--- config.mk ---
export PLATFORM = sky130hd
export DESIGN_NAME = dac_frame_tx
export DESIGN_NICKNAME = d
export VERILOG_FILES = /design/src/rtl/dac_frame_tx.sv
export SDC_FILE = /design/constraint.sdc
export NUM_CORES = 1
export LEC_CHECK = 0
export ABC_AREA = 1
export CAP_MARGIN = 20
export CORE_MARGIN = 2
export CORE_UTILIZATION = 50
export DETAILED_ROUTE_END_ITERATION = 8
export HOLD_SLACK_MARGIN = 0.08
export PLACE_DENSITY = 0.67
export SLEW_MARGIN = 10
export SYNTH_ARGS = -nofsm -noshare
export SYNTH_HDL_FRONTEND = slang
export SYNTH_SLANG_ARGS = --single-unit
--- constraint.sdc ---
create_clock -name clk_25mhz -period 3.4 [get_ports clk_25mhz]
set_clock_uncertainty 0.15 [all_clocks]
set_input_delay 0.51 -clock clk_25mhz [delete_from_list [all_inputs] [get_ports clk_25mhz]]
set_output_delay 0.51 -clock clk_25mhz [all_outputs]
set_load 0.02 [all_outputs]
--- src/rtl/dac_frame_tx.sv ---
// Frame FIFO feeding a mode-0 SPI serialiser for a multi-channel audio DAC.
// Optional DAC_OFFSET_BINARY_EN flips each channel MSB at load time.
`timescale 1ns/1ps
module dac_frame_tx #(
   parameter int clock_max  = 25_000_000,
   parameter int SAMPLE_W   = 16,
   parameter int N_CH       = 2,
   parameter int FIFO_DEPTH = 8,
   parameter int SCLK_DIV   = 4
) (
   input  logic                     clk_25mhz,
   input  logic                     reset,
   input  logic                     data_ready,
   input  logic [N_CH*SAMPLE_W-1:0] audio_in,
   output logic                     fifo_full,
   output logic                     overflow,
   output logic                     sclk_out,
   output logic                     mosi_out,
   output logic                     active_out
);

   localparam int FB = N_CH * SAMPLE_W;
   localparam int AW = $clog2(FIFO_DEPTH);
   localparam int DW = $clog2(2 * SCLK_DIV + 1);
   localparam int BW = $clog2(FB + 1);

   localparam logic [AW:0]   FULL_CNT = FIFO_DEPTH[AW:0];
   localparam logic [DW-1:0] DIV_LAST = DW'(SCLK_DIV - 1);
   localparam logic [DW-1:0] GAP_LAST = DW'(2 * SCLK_DIV - 1);
   localparam logic [BW-1:0] BIT_LAST = BW'(FB - 1);

   // Illegal parameter sets disable writes so the block stays inert.
   localparam bit CFG_OK = (clock_max > 0) && (SCLK_DIV >= 1)
                           && (FIFO_DEPTH >= 2)
                           && ((FIFO_DEPTH & (FIFO_DEPTH - 1)) == 0);

   localparam logic [1:0] S_IDLE  = 2'd0;
   localparam logic [1:0] S_LOAD  = 2'd1;
   localparam logic [1:0] S_SHIFT = 2'd2;
   localparam logic [1:0] S_GAP   = 2'd3;

   logic [FB-1:0]   mem_q [FIFO_DEPTH];
   logic [AW-1:0]   wr_ptr_q, wr_ptr_d;
   logic [AW-1:0]   rd_ptr_q, rd_ptr_d;
   logic [AW:0]     count_q, count_d;
   logic [1:0]      state_q, state_d;
   logic [DW-1:0]   div_q, div_d;
   logic [BW-1:0]   bit_q, bit_d;
   logic [FB-1:0]   shreg_q, shreg_d;
   logic            overflow_q, overflow_d;
   logic            sclk_q, sclk_d;
   logic            mosi_q, mosi_d;
   logic            active_q, active_d;

   logic            full;
   logic            push;
   logic            pop;
   logic [FB-1:0]   head;
   logic [FB-1:0]   load_word;

   assign full = (count_q == FULL_CNT);
   assign push = CFG_OK && data_ready && !full;
   assign pop  = (state_q == S_LOAD);
   assign head = mem_q[rd_ptr_q];

`ifdef DAC_OFFSET_BINARY_EN
   logic [FB-1:0] ob_mask;

   always_comb begin
      ob_mask = '0;
      for (int c = 0; c < N_CH; c++) begin
         ob_mask[c*SAMPLE_W + SAMPLE_W - 1] = 1'b1;
      end
   end

   assign load_word = head ^ ob_mask;
`else
   assign load_word = head;
`endif

   always_comb begin
      wr_ptr_d   = wr_ptr_q;
      rd_ptr_d   = rd_ptr_q;
      count_d    = count_q;
      overflow_d = data_ready && full;
      if (push) wr_ptr_d = wr_ptr_q + 1'b1;
      if (pop)  rd_ptr_d = rd_ptr_q + 1'b1;
      unique case ({push, pop})
         2'b10:   count_d = count_q + 1'b1;
         2'b01:   count_d = count_q - 1'b1;
         default: count_d = count_q;
      endcase
   end

   always_comb begin
      state_d  = state_q;
      div_d    = div_q;
      bit_d    = bit_q;
      shreg_d  = shreg_q;
      sclk_d   = sclk_q;
      mosi_d   = mosi_q;
      active_d = active_q;
      unique case (state_q)
         S_IDLE: begin
            if (count_q != '0) state_d = S_LOAD;
         end
         S_LOAD: begin
            shreg_d  = load_word;
            mosi_d   = load_word[FB-1];
            active_d = 1'b1;
            sclk_d   = 1'b0;
            div_d    = '0;
            bit_d    = '0;
            state_d  = S_SHIFT;
         end
         S_SHIFT: begin
            if (div_q == DIV_LAST) begin
               div_d  = '0;
               sclk_d = !sclk_q;
               // Data only moves on the falling edge: mode 0.
               if (sclk_q) begin
                  shreg_d = shreg_q << 1;
                  mosi_d  = shreg_q[FB-2];
                  bit_d   = bit_q + 1'b1;
                  if (bit_q == BIT_LAST) begin
                     mosi_d   = 1'b0;
                     active_d = 1'b0;
                     state_d  = S_GAP;
                  end
               end
            end else begin
               div_d = div_q + 1'b1;
            end
         end
         default: begin
            sclk_d   = 1'b0;
            mosi_d   = 1'b0;
            active_d = 1'b0;
            if (div_q == GAP_LAST) begin
               div_d   = '0;
               state_d = S_IDLE;
            end else begin
               div_d = div_q + 1'b1;
            end
         end
      endcase
   end

   always_ff @(posedge clk_25mhz) begin
      if (push) mem_q[wr_ptr_q] <= audio_in;
   end

   always_ff @(posedge clk_25mhz) begin
      if (reset) begin
         wr_ptr_q   <= '0;
         rd_ptr_q   <= '0;
         count_q    <= '0;
         state_q    <= S_IDLE;
         div_q      <= '0;
         bit_q      <= '0;
         shreg_q    <= '0;
         overflow_q <= 1'b0;
         sclk_q     <= 1'b0;
         mosi_q     <= 1'b0;
         active_q   <= 1'b0;
      end else begin
         wr_ptr_q   <= wr_ptr_d;
         rd_ptr_q   <= rd_ptr_d;
         count_q    <= count_d;
         state_q    <= state_d;
         div_q      <= div_d;
         bit_q      <= bit_d;
         shreg_q    <= shreg_d;
         overflow_q <= overflow_d;
         sclk_q     <= sclk_d;
         mosi_q     <= mosi_d;
         active_q   <= active_d;
      end
   end

   assign fifo_full  = full;
   assign overflow   = overflow_q;
   assign sclk_out   = sclk_q;
   assign mosi_out   = mosi_q;
   assign active_out = active_q;

endmodule

### After elaboration in Yosys (flattened, before gate mapping)

Memory sizes are Yosys's and may differ from the RTL's. A register that Yosys moved wholly into a read port is not among the register bits.
Index checks and enable logic that the tools add are counted.

* flip-flop bits (word level): 57
* bits in latches: 0
* RAM bits: 256
* memory bits (read-only): 0
* input port bits: 35
* output and inout bits: 5
* memories: 1

* add/sub/neg operators: 6
* multiply operators: 0
* divide/modulo/power cells: 0
* $lt $le $gt $ge: 0
* equal/unequal tests: 12
* shifts and indexed selects: 0
* multiplexer cells: 30
* bitwise logic cells: 1
* reduce and logical (&&, ||, !) cells: 14

Memories
* mem_q: words 8, width 32, read ports 1, clocked after Yosys merged registers in 1, wr ports 1, line 42 `logic [FB-1:0] mem_q [FIFO_DEPTH];`

Operators with widths (number)
* $mux W31: 2
* $pmux W31 S2: 1
* $mux W6: 2
* $pmux W4 S3: 1
* $pmux W6 S2: 1
* $mux W2: 5
* $mux W1: 9
* $add A4 B1 Y4 const B: 2
* $mux W4: 2
* $ne A2 B2 Y1 const B: 4
* $pmux W4 S2: 1
* $reduce_bool A4 Y1: 2
* $add A3 B1 Y3 const B: 2
* $add A6 B1 Y6 const B: 1
* $eq A6 B5 Y1 const B: 1
* $mux W3: 2
* $pmux W1 S3: 2
* $pmux W2 S3: 1
* $reduce_and A3 Y1: 2
* $reduce_and A5 Y1: 1
* $eq A2 B1 Y1 const B: 2
* $eq A2 B2 Y1 const B: 2
* $eq A4 B2 Y1 const B: 1
* $eq A4 B3 Y1 const B: 1
* 10 further kinds: 13

### Depth between registers and ports, before layout

Gate-level depths: netlist of the first run.

* depth in word-level cells: 5
* depth in mapped cells: 11
* depth with buffers taken out: 11

### Least setup slack after synthesis of the first run

OpenSTA, ideal clock, no wires.

* path type: reg-to-reg
* start point: register count_q[0]
* end point: memory mem_q[0][0] (netlist bit), enable pin
* arrival: 2261 ps
* data required time: 2829 ps
* setup slack: 568 ps
* cell stages (with the launch flop): 7
* path buffers: 0
* period minus slack after synthesis: 2832 ps
* path through: dfxtp_1 -> nor2_1 -> nand3_1 -> nand2_1 -> inv_1 -> nand2_1 -> nor2_1

* cells in the longest elaborated chain, start to end: 5

RTL lines
* from (decl): line 45 `logic [AW:0] count_q, count_d;`
* from (signal assigned): line 169 `count_q <= count_d;`
* $eq A4 B4 Y1: line 61 `assign full = (count_q == FULL_CNT);`
* $logic_not A1 Y1: line 62 `assign push = CFG_OK && data_ready && !full;`
* $logic_and A1 B1 Y1: line 62
* $mux W1: line 150 `if (push) mem_q[wr_ptr_q] <= audio_in;`
* $mux W1 (implied by the code): line 150
* to (decl): line 42

No other way between the ends.

### Worst setup path in the final report of the first run

* start point: register state_q[0]
* end point: register shreg_q[27]

* cells in the longest elaborated chain, start to end: 3
* elaborated cells between the ends (all ways): 7

RTL lines
* from (decl): line 46 `logic [1:0] state_q, state_d;`
* from (signal assigned): line 170 `state_q <= state_d;`
* $eq A2 B2 Y1 or $eq A2 B1 Y1 (tied branches): line 103 `unique case (state_q)`
* $ne A2 B2 Y1 (no line) or $reduce_bool A2 Y1 (tied branches)
* $reduce_and A3 Y1 (no line)
* to (signal assigned): line 173 `shreg_q <= shreg_d;`
* to (decl): line 49 `logic [FB-1:0] shreg_q, shreg_d;`

Parallel ways exist; a longest one is shown, timed or not.
A chain may end at the register's enable or synchronous reset.

==> qor.yml, run 1 <==
status:
  status: "finished, final reports clean"
detailed_routing:
  dr.pass1.iters: 5
  routed_wl_mm: 27.8
  drcViolationCount: 0
  postRouteAntennaNets: 0
  num_vias: 8348
  drt-wirelength-per-cell_um: 18.2
  drt_iter0_drc: 858
  vias_per_cell: 5.46
run:
  drv_cap: 0
yosys:
  synthXorXnorAreaFrac: 0.00413
  synth_compound_area_frac: 0.0607
  syn_nets: 1191
  seq_area_frac_synth: 0.698
  synth_cells: 1145
  synth_cell_type_count: 29
  synth_mux_area_frac: 0
  avgSynthCellArea_um2: 11.1
  ys_ff_latch: 316
  synth_top_family_by_area: "simple AND/OR/NAND/NOR gates"
  yosys_warnings: 0
  synth_area_um2: 12700
  synthSimpleGateAreaFrac: 0.186
  synthAdderAreaFrac: 0.0108
timing:
  setup_tns_ns: 0
  whs_ns: 0.319
  rsz0062_at_grt: "no"
  period_minus_slack_ns: 2.75
  maxSlewHeadroom: 0.357
  finalMaxSlewViolations: 0
  worst_pin_slew_ns: 0.963
  min_period_over_period: 0.810
  hold_viol_final: 0
  fmax_mhz: 363
  setup_viol: 0
setup_path:
  path_class: "flip-flop to flip-flop"
  crit_path_max_fanout: 17
  path_buf_inv: 2
  crit_family: "compound AO/OA/AOI/OAI gates"
  cp.arrival_ns: 3.02
  critPathMaxStageDelay_ns: 0.71
  critPathSlowestCell: "a21oi_1"
  end_kind: "flip-flop"
  crit_path_start_kind: "flip-flop"
  worstPathRequired_ns: 3.67
  r2r_slack_ns: 0.65
  path_cells: "inv_1 > ha_1 > inv_1 > a21oi_1 > o21ai_0 > a21oi_1"
cts:
  cts_max_level: 2
  clock_path_buffers: 3
  cts_root_buf: "clkbuf_16"
  cts_hold_buf: 0
  post_cts_buffers: 0
  clkTransAtPathRegs_ns: 0.06
  clk_latency_ns: 0.51
  tritoncts: "yes"
  ctsResizeCount: 0
  numCtsBuffers: 34
  cts_sinks: 316
global_routing:
  grt_max_degree: 129
  grt_pass1_vias: 7876
  grt_use_total: 0.212
  antenna_found_initial: 0
  grt_pass1_wl_mm: 43.0
  grt_overflow: 0
finish:
  layout.nets: 1219
  areaGrowthSynthToFinish_pct: 14.2
  mostFrequentLayoutCells: "nand2_1, edfxtp_1, nand3_1"
  final_common_cell: "nand2_1"
  diodes: 0
  layout-drive-gt1-share: 0.0743
  final_util: 0.579
power_and_ir_drop:
  leakage_nw: 5.16
  power_density_nw_per_um2: 732
  ir_worst_vdd_mv: 0.415
floorplanning:
  die_h_um: 164
  row_count: 58
  initial_core_util: 0.507
  pin_count: 40
  die_area_um2: 26700
  die_w_um: 164
  coreArea_um2: 25100
placement:
  port-buffer-count: 39
  gp_congestion: 0.797
  dpl.hpwl_mm: 17.0
min_path:
  min_path_type: "flip-flop to flip-flop"
-- metal layers --
metal  share of wire  wire length, um  track usage
met5               0                0            0
met4           0.020              550       0.0618
met3           0.069             1910       0.0376
met2            0.46            12700        0.327
met1            0.45            12700        0.310
-- path summary, 6_finish.rpt --
path / start / to / depth (start not counted)
min: bit_q[4] / bit_q[4] / 2
max reg2reg: state_q[0] / shreg_q[27] / 6
max: state_q[0] / shreg_q[27] / 6
min reg2reg: bit_q[4] / bit_q[4] / 2
-- synth_stat cells (all sizes together) --
master,count,area [um^2]
edfxtp,256,7690
inv,38,143
or2,1,6.26
nand3,161,811
o211ai,19,143
nor2,92,345
a211oi,1,7.51
nand4,2,12.5
a21oi,37,185
xnor2,2,17.5
dfxtp,60,1200
ha,11,138
a21boi,1,7.51
buf,49,300
xor2,4,35.0
nor3,3,20.0
o21ai,58,298
a31oi,21,131
nand2,312,1170
clkbuf,17,65.1
-- cell families after synthesis --
kind of cell,count (synthesis)
AO/OA/AOI/OAI,137
flip-flops,316
AND/OR/NAND/NOR,571
buffers and inverters,104
XOR/XNOR,6
adder cells (fa/ha/maj),11
-- sequential cells by signal, summed over array words and instances (netlist names), named ones only --
name,cells
sclk_out,1
state_q,2
shreg_q,31
active_out,1
bit_q,6
count_q,4
overflow,1
mem_q,256
div_q,4
rd_ptr_q,3
mosi_out,1
wr_ptr_q,3
-- power breakdown --
part           switching (W)  total (W)  internal [W]
Combinational        0.00171    0.00247      0.000761
Sequential          0.000162    0.00466       0.00450
Clock                0.00143    0.00351       0.00208
-- worst register-to-register path, cell delays in order (launching register included) --
cell,delay (ns)
dfxtp_1,0.34
inv_1,0.09
ha_1,0.58
inv_1,0.43
a21oi_1,0.71
o21ai_0,0.23
a21oi_1,0.16
-- metrics by stage --
step / instances / instance area, um^2 / setup slack [ns] / power, W
2_1_floorplan: 1145 / 12700 / 0.568 / 0.00655
3_3_place_gp: 1466 / 13400 / 0.640 / 0.00713
3_5_place_dp: 1467 / 13500 / 0.577 / 0.00720
4_1_cts: 1528 / 14500 / 0.738 / 0.0107
5_1_grt: 1528 / 14500 / 0.415 / 0.0112
6_report: 1528 / 14500 / 0.647 / 0.0106
-- area by class of cell --
class / instances / area [um^2]
clock inverters: 15 / 114
well taps: 330 / 413
repair buffers: 58 / 616
inverters: 38 / 144
multi-input cells: 725 / 3390
fillers: 2088 / 10600
clock buffers: 46 / 967
flip-flops and latches: 316 / 8890
Power figures use the tool's default switching activity.
==> run 2, diff against run 1 <==
Settings changed: PLACE_DENSITY 0.67 to 0.7.
Clock period 3.4 ns to 2.4 ns, I/O delays scaled along.
==> qor.yml, run 2 (synthesis gave the netlist of run 1 again) <==
status:
  status: "finished, final reports clean"
detailed_routing:
  wl_met3_mm: 1.54
  met1Wirelength_mm: 12.7
  routed-wl-met2_mm: 13.2
  highest_layer: "met4"
  num_vias: 8446
  routed_wl_mm: 28.1
  drt_iter0_drc: 700
  dr.pass1.iters: 5
  drcViolationCount: 0
  postRouteAntennaNets: 0
  drt-wirelength-per-cell_um: 18.1
  vias_per_cell: 5.45
timing:
  worst_pin_slew_ns: 0.617
  setup_slack_ns: 0.257
  finalMaxSlewViolations: 0
  hold_viol_final: 0
  setup_viol: 0
  rsz0062_at_grt: "no"
  min_period_over_period: 0.893
  maxSlewHeadroom: 0.588
  period_minus_slack_ns: 2.14
  fmax_mhz: 467
floorplanning:
  die_w_um: 164
  coreArea_um2: 25100
  initial_core_util: 0.507
  die_h_um: 164
  die_area_um2: 26700
  row_count: 58
  pin_count: 40
setup_path:
  end_kind: "flip-flop"
  crit_path_max_fanout: 24
  endpoint: "mem_q[2][9]"
  crit_top_cell: "nand2_1"
  cp.arrival_ns: 2.19
  path_buf_inv: 3
  crit_path_start_kind: "flip-flop"
  r2r_start: "count_q[0]"
  reg2regPathDepth: 8
  reg2reg_to: "mem_q[2][9]"
  crit_family: "simple AND/OR/NAND/NOR gates"
  critPathSlowestCell: "dfxtp_1"
  cp.depth: 8
  path_class: "flip-flop to flip-flop"
  path_cells: "nor2_1 > nand3_1 > nand2_1 > buf_4 > inv_1 > nand2_1 > nor2_4 > buf_12"
  crit_start: "count_q[0]"
  r2r_slack_ns: 0.26
  critPathMaxStageDelay_ns: 0.41
  worstPathRequired_ns: 2.44
finish:
  n_fill_cell: 2032
  mostFrequentLayoutCells: "nand2_1, edfxtp_1, nand3_1"
  fin_cells: 1550
  final_common_cell: "nand2_1"
  reg_top3: "mem_q (256), shreg_q (31), bit_q (6)"
  diodes: 0
  layout-drive-gt1-share: 0.0918
  layout.nets: 1241
  fin_area_um2: 14900
  final-seq-area_um2: 8890
  multi_input_area_um2: 3390
  areaGrowthSynthToFinish_pct: 17.1
  largest_reg_flops: 256
  regMostFlops: "mem_q"
global_routing:
  grt_overflow: 0
  grt_use_total: 0.217
  antenna_found_initial: 0
  grt_max_degree: 95
  grt_pass1_vias: 8221
  grt_pass1_wl_mm: 44.6
power_and_ir_drop:
  power_w: 0.0156
  leakage_nw: 5.35
  p_int_w: 0.0109
  switching_share: 0.304
  combPwrFrac: 0.235
  p_sw_w: 0.00473
  p_seq_frac: 0.423
  power_frac_clock: 0.341
  ir_worst_vdd_mv: 0.606
  power_density_nw_per_um2: 1050
cts:
  cts_max_level: 2
  clock_path_buffers: 3
  clkTransAtPathRegs_ns: 0.06
  cts_sinks: 316
  clk_latency_ns: 0.50
  post_cts_buffers: 0
  cts_hold_buf: 0
  ctsResizeCount: 0
  numCtsBuffers: 34
  cts_root_buf: "clkbuf_16"
  tritoncts: "yes"
placement:
  dpl.hpwl_mm: 17.2
  dp_slack_ns: 0.0355
  dp.cells: 1489
  gp_congestion: 0.786
  port-buffer-count: 39
  place_area_um2: 13700
min_path:
  min_path_cells: 3
  min_path_type: "primary input to flip-flop"
run:
  drv_cap: 0
-- run 2: changes by cell type in the layout (fill, tap and decap cells not counted), sizes merged --
cell           before  now
buf                19   41
bufinv              1    4
clkinv             12   10
clkdlybuf4s50      39   38
clkinvlp            2    1
dlymetal6s2s        0    1
-- run 2: layout make-up --
| cell class | instances | share of cell area |
|---|---|---|
| Sequential cell | 316 | 0.597 |
| Multi-Input combinational cell | 725 | 0.228 |
| Clock buffer | 46 | 0.0649 |
| Timing Repair Buffer | 80 | 0.0605 |
| Tap cell | 330 | 0.0277 |
| Clock inverter | 15 | 0.0125 |
| Inverter | 38 | 0.00966 |
-- run 2: how the worst min path moves through the flow --
| stage | endpoint | slack (ns) | from |
|---|---|---|---|
| 3_5_place_dp | bit_q[4] | 0.29 | bit_q[4] |
| 3_3_place_gp | bit_q[4] | 0.29 | bit_q[4] |
| 5_1_grt | overflow | 0.31 | data_ready |
| 4_1_cts | overflow | 0.27 | data_ready |
| 2_1_floorplan | bit_q[4] | 0.28 | bit_q[4] |
| 6_report | overflow | 0.28 | data_ready |
-- run 2: tightest hold or removal path: stages --
cell             delay, ns
clkdlybuf4s50_1       0.42
nand2_1               0.07
nor2_1                0.04
-- run 2: power by group through the flow --
stage	Clock [W]	Combinational (W)	Sequential, W
finish	0.00532	0.00367	0.00660
CTS	0.00541	0.00368	0.00660
floorplan	0	0.00262	0.00666
global route	0.00562	0.00412	0.00664
detailed placement	0	0.00364	0.00671
global placement	0	0.00357	0.00670
-- run 2: stage by stage --
step	hold WS, ns	util	TNS [ns]
final	0.284	0.593	0
after global routing	0.309	0.593	0
after CTS	0.273	0.593	0
after detailed placement	0.289	0.547	0
after global placement	0.293	0.547	0
after floorplan	0.278	-	-55.25
-- run 2: metal layers --
layer / global-route usage / vias to the layer above
li1: - / 4086
met1: 0.308 / 4075
met2: 0.349 / 241
met3: 0.0312 / 44
met4: 0.0698 / 0
met5: 0 / -
==> run 3, diff against run 2 <==
Settings changed: CORE_MARGIN 2 to 4.
==> qor.yml, run 3 (synthesis gave the netlist of run 1 again) <==
cts:
  clock_path_buffers: 3
  cts_sinks: 316
  cts_root_buf: "clkbuf_16"
  ctsResizeCount: 0
  clk_latency_ns: 0.51
  clkTransAtPathRegs_ns: 0.06
  numCtsBuffers: 35
  cts_hold_buf: 0
  cts_max_level: 2
  tritoncts: "yes"
  post_cts_buffers: 0
timing:
  finalMaxSlewViolations: 0
  min_period_over_period: 0.952
  rsz0062_at_grt: "no"
  hold_viol_final: 0
  period_minus_slack_ns: 2.28
  whs_ns: 0.283
  worst_pin_slew_ns: 0.675
  maxSlewHeadroom: 0.550
  fmax_mhz: 438
  setup_viol: 0
detailed_routing:
  drt-wirelength-per-cell_um: 18.4
  drcViolationCount: 0
  num_vias: 8501
  vias_per_cell: 5.51
  dr.pass1.iters: 8
  drt_iter0_drc: 1087
  routed_wl_mm: 28.4
  postRouteAntennaNets: 0
finish:
  diodes: 0
  reg_top3: "mem_q (256), shreg_q (31), bit_q (6)"
  final_util: 0.591
  regMostFlops: "mem_q"
  layout-drive-gt1-share: 0.0809
  largest_reg_flops: 256
  fin_cells: 1542
  layout.nets: 1234
  n_fill_cell: 2024
  final_common_cell: "nand2_1"
  mostFrequentLayoutCells: "nand2_1, edfxtp_1, nand3_1"
  multi_input_area_um2: 3390
  final-seq-area_um2: 8890
  fin_area_um2: 14800
  areaGrowthSynthToFinish_pct: 16.7
floorplanning:
  die_area_um2: 28100
  die_h_um: 168
  pin_count: 40
  die_w_um: 168
  initial_core_util: 0.507
  coreArea_um2: 25100
  row_count: 58
global_routing:
  grt_max_degree: 83
  grt_overflow: 0
  grt_pass1_vias: 7987
  grt_pass1_wl_mm: 45.0
  grt_use_total: 0.204
  antenna_found_initial: 0
setup_path:
  r2r_slack_ns: 0.28
  r2r_start: "count_q[0]"
  endpoint: "fifo_full"
  crit_path_start_kind: "flip-flop"
  reg2reg_to: "mem_q[6][30]"
  cp.arrival_ns: 1.77
  path_class: "flip-flop to output pin"
  crit_path_max_fanout: 5
  end_kind: "output pin"
  reg2regPathDepth: 8
  worstPathRequired_ns: 1.89
  crit_start: "count_q[0]"
placement:
  place_area_um2: 13700
  dp.cells: 1481
  dpl.hpwl_mm: 17.6
  port-buffer-count: 39
  gp_congestion: 0.802
status:
  status: "finished, final reports clean"
min_path:
  min_path_type: "primary input to flip-flop"
power_and_ir_drop:
  switching_share: 0.306
  combPwrFrac: 0.240
  power_density_nw_per_um2: 1040
  power_frac_clock: 0.332
  p_seq_frac: 0.428
  p_int_w: 0.0107
  p_sw_w: 0.00473
  ir_worst_vdd_mv: 0.567
  leakage_nw: 5.29
run:
  drv_cap: 0
[run 3: worst min path at each step]
stage,to,slack (ns),from,depth (start not counted)
after detailed placement,bit_q[4],0.31,bit_q[4],2
after floorplan,bit_q[4],0.28,bit_q[4],2
after global placement,bit_q[4],0.29,bit_q[4],2
after global routing,overflow,0.31,data_ready,3
final,overflow,0.28,data_ready,3
after CTS,overflow,0.27,data_ready,3
[run 3: power by group through the flow]
| stage | clock, W | sequential (W) | combinational (W) |
|---|---|---|---|
| 6_report | 0.00512 | 0.00661 | 0.00371 |
| 5_1_grt | 0.00547 | 0.00665 | 0.00415 |
| 3_5_place_dp | 0 | 0.00671 | 0.00370 |
| 3_3_place_gp | 0 | 0.00670 | 0.00362 |
| 4_1_cts | 0.00520 | 0.00661 | 0.00373 |
| 2_1_floorplan | 0 | 0.00666 | 0.00262 |
[run 3: layout make-up]
class | instances | area share
well taps | 330 | 0.0278
flip-flops and latches | 316 | 0.599
clock inverters | 14 | 0.0103
inverters | 38 | 0.00969
multi-input cells | 725 | 0.228
repair buffers | 72 | 0.0607
clock buffers | 47 | 0.0641
[run 3: per-stage QoR]
step | power [W] | setup WS, ns | setup TNS, ns
4_1_cts | 0.0155 | 0.0930 | 0
5_1_grt | 0.0163 | 0.0263 | 0
3_3_place_gp | 0.0103 | 0.0890 | 0
2_1_floorplan | 0.00928 | -0.432 | -55.25
3_5_place_dp | 0.0104 | 0.0660 | 0
6_report | 0.0154 | 0.116 | 0
[run 3: routing by layer]
layer	wire (um)	up-vias	global-route usage	part of all wire
met5	0	-	0	0
met4	523	0	0.0512	0.018
met3	2300	41	0.0328	0.081
met2	13000	321	0.310	0.46
met1	12500	4064	0.310	0.44
li1	-	4075	-	-
[run 3: critical path: stages (launching register included)]
cell	delay [ns]
dfxtp_1	0.36
nor2_1	0.15
nand3_1	0.12
inv_1	0.07
clkdlybuf4s50_1	0.59
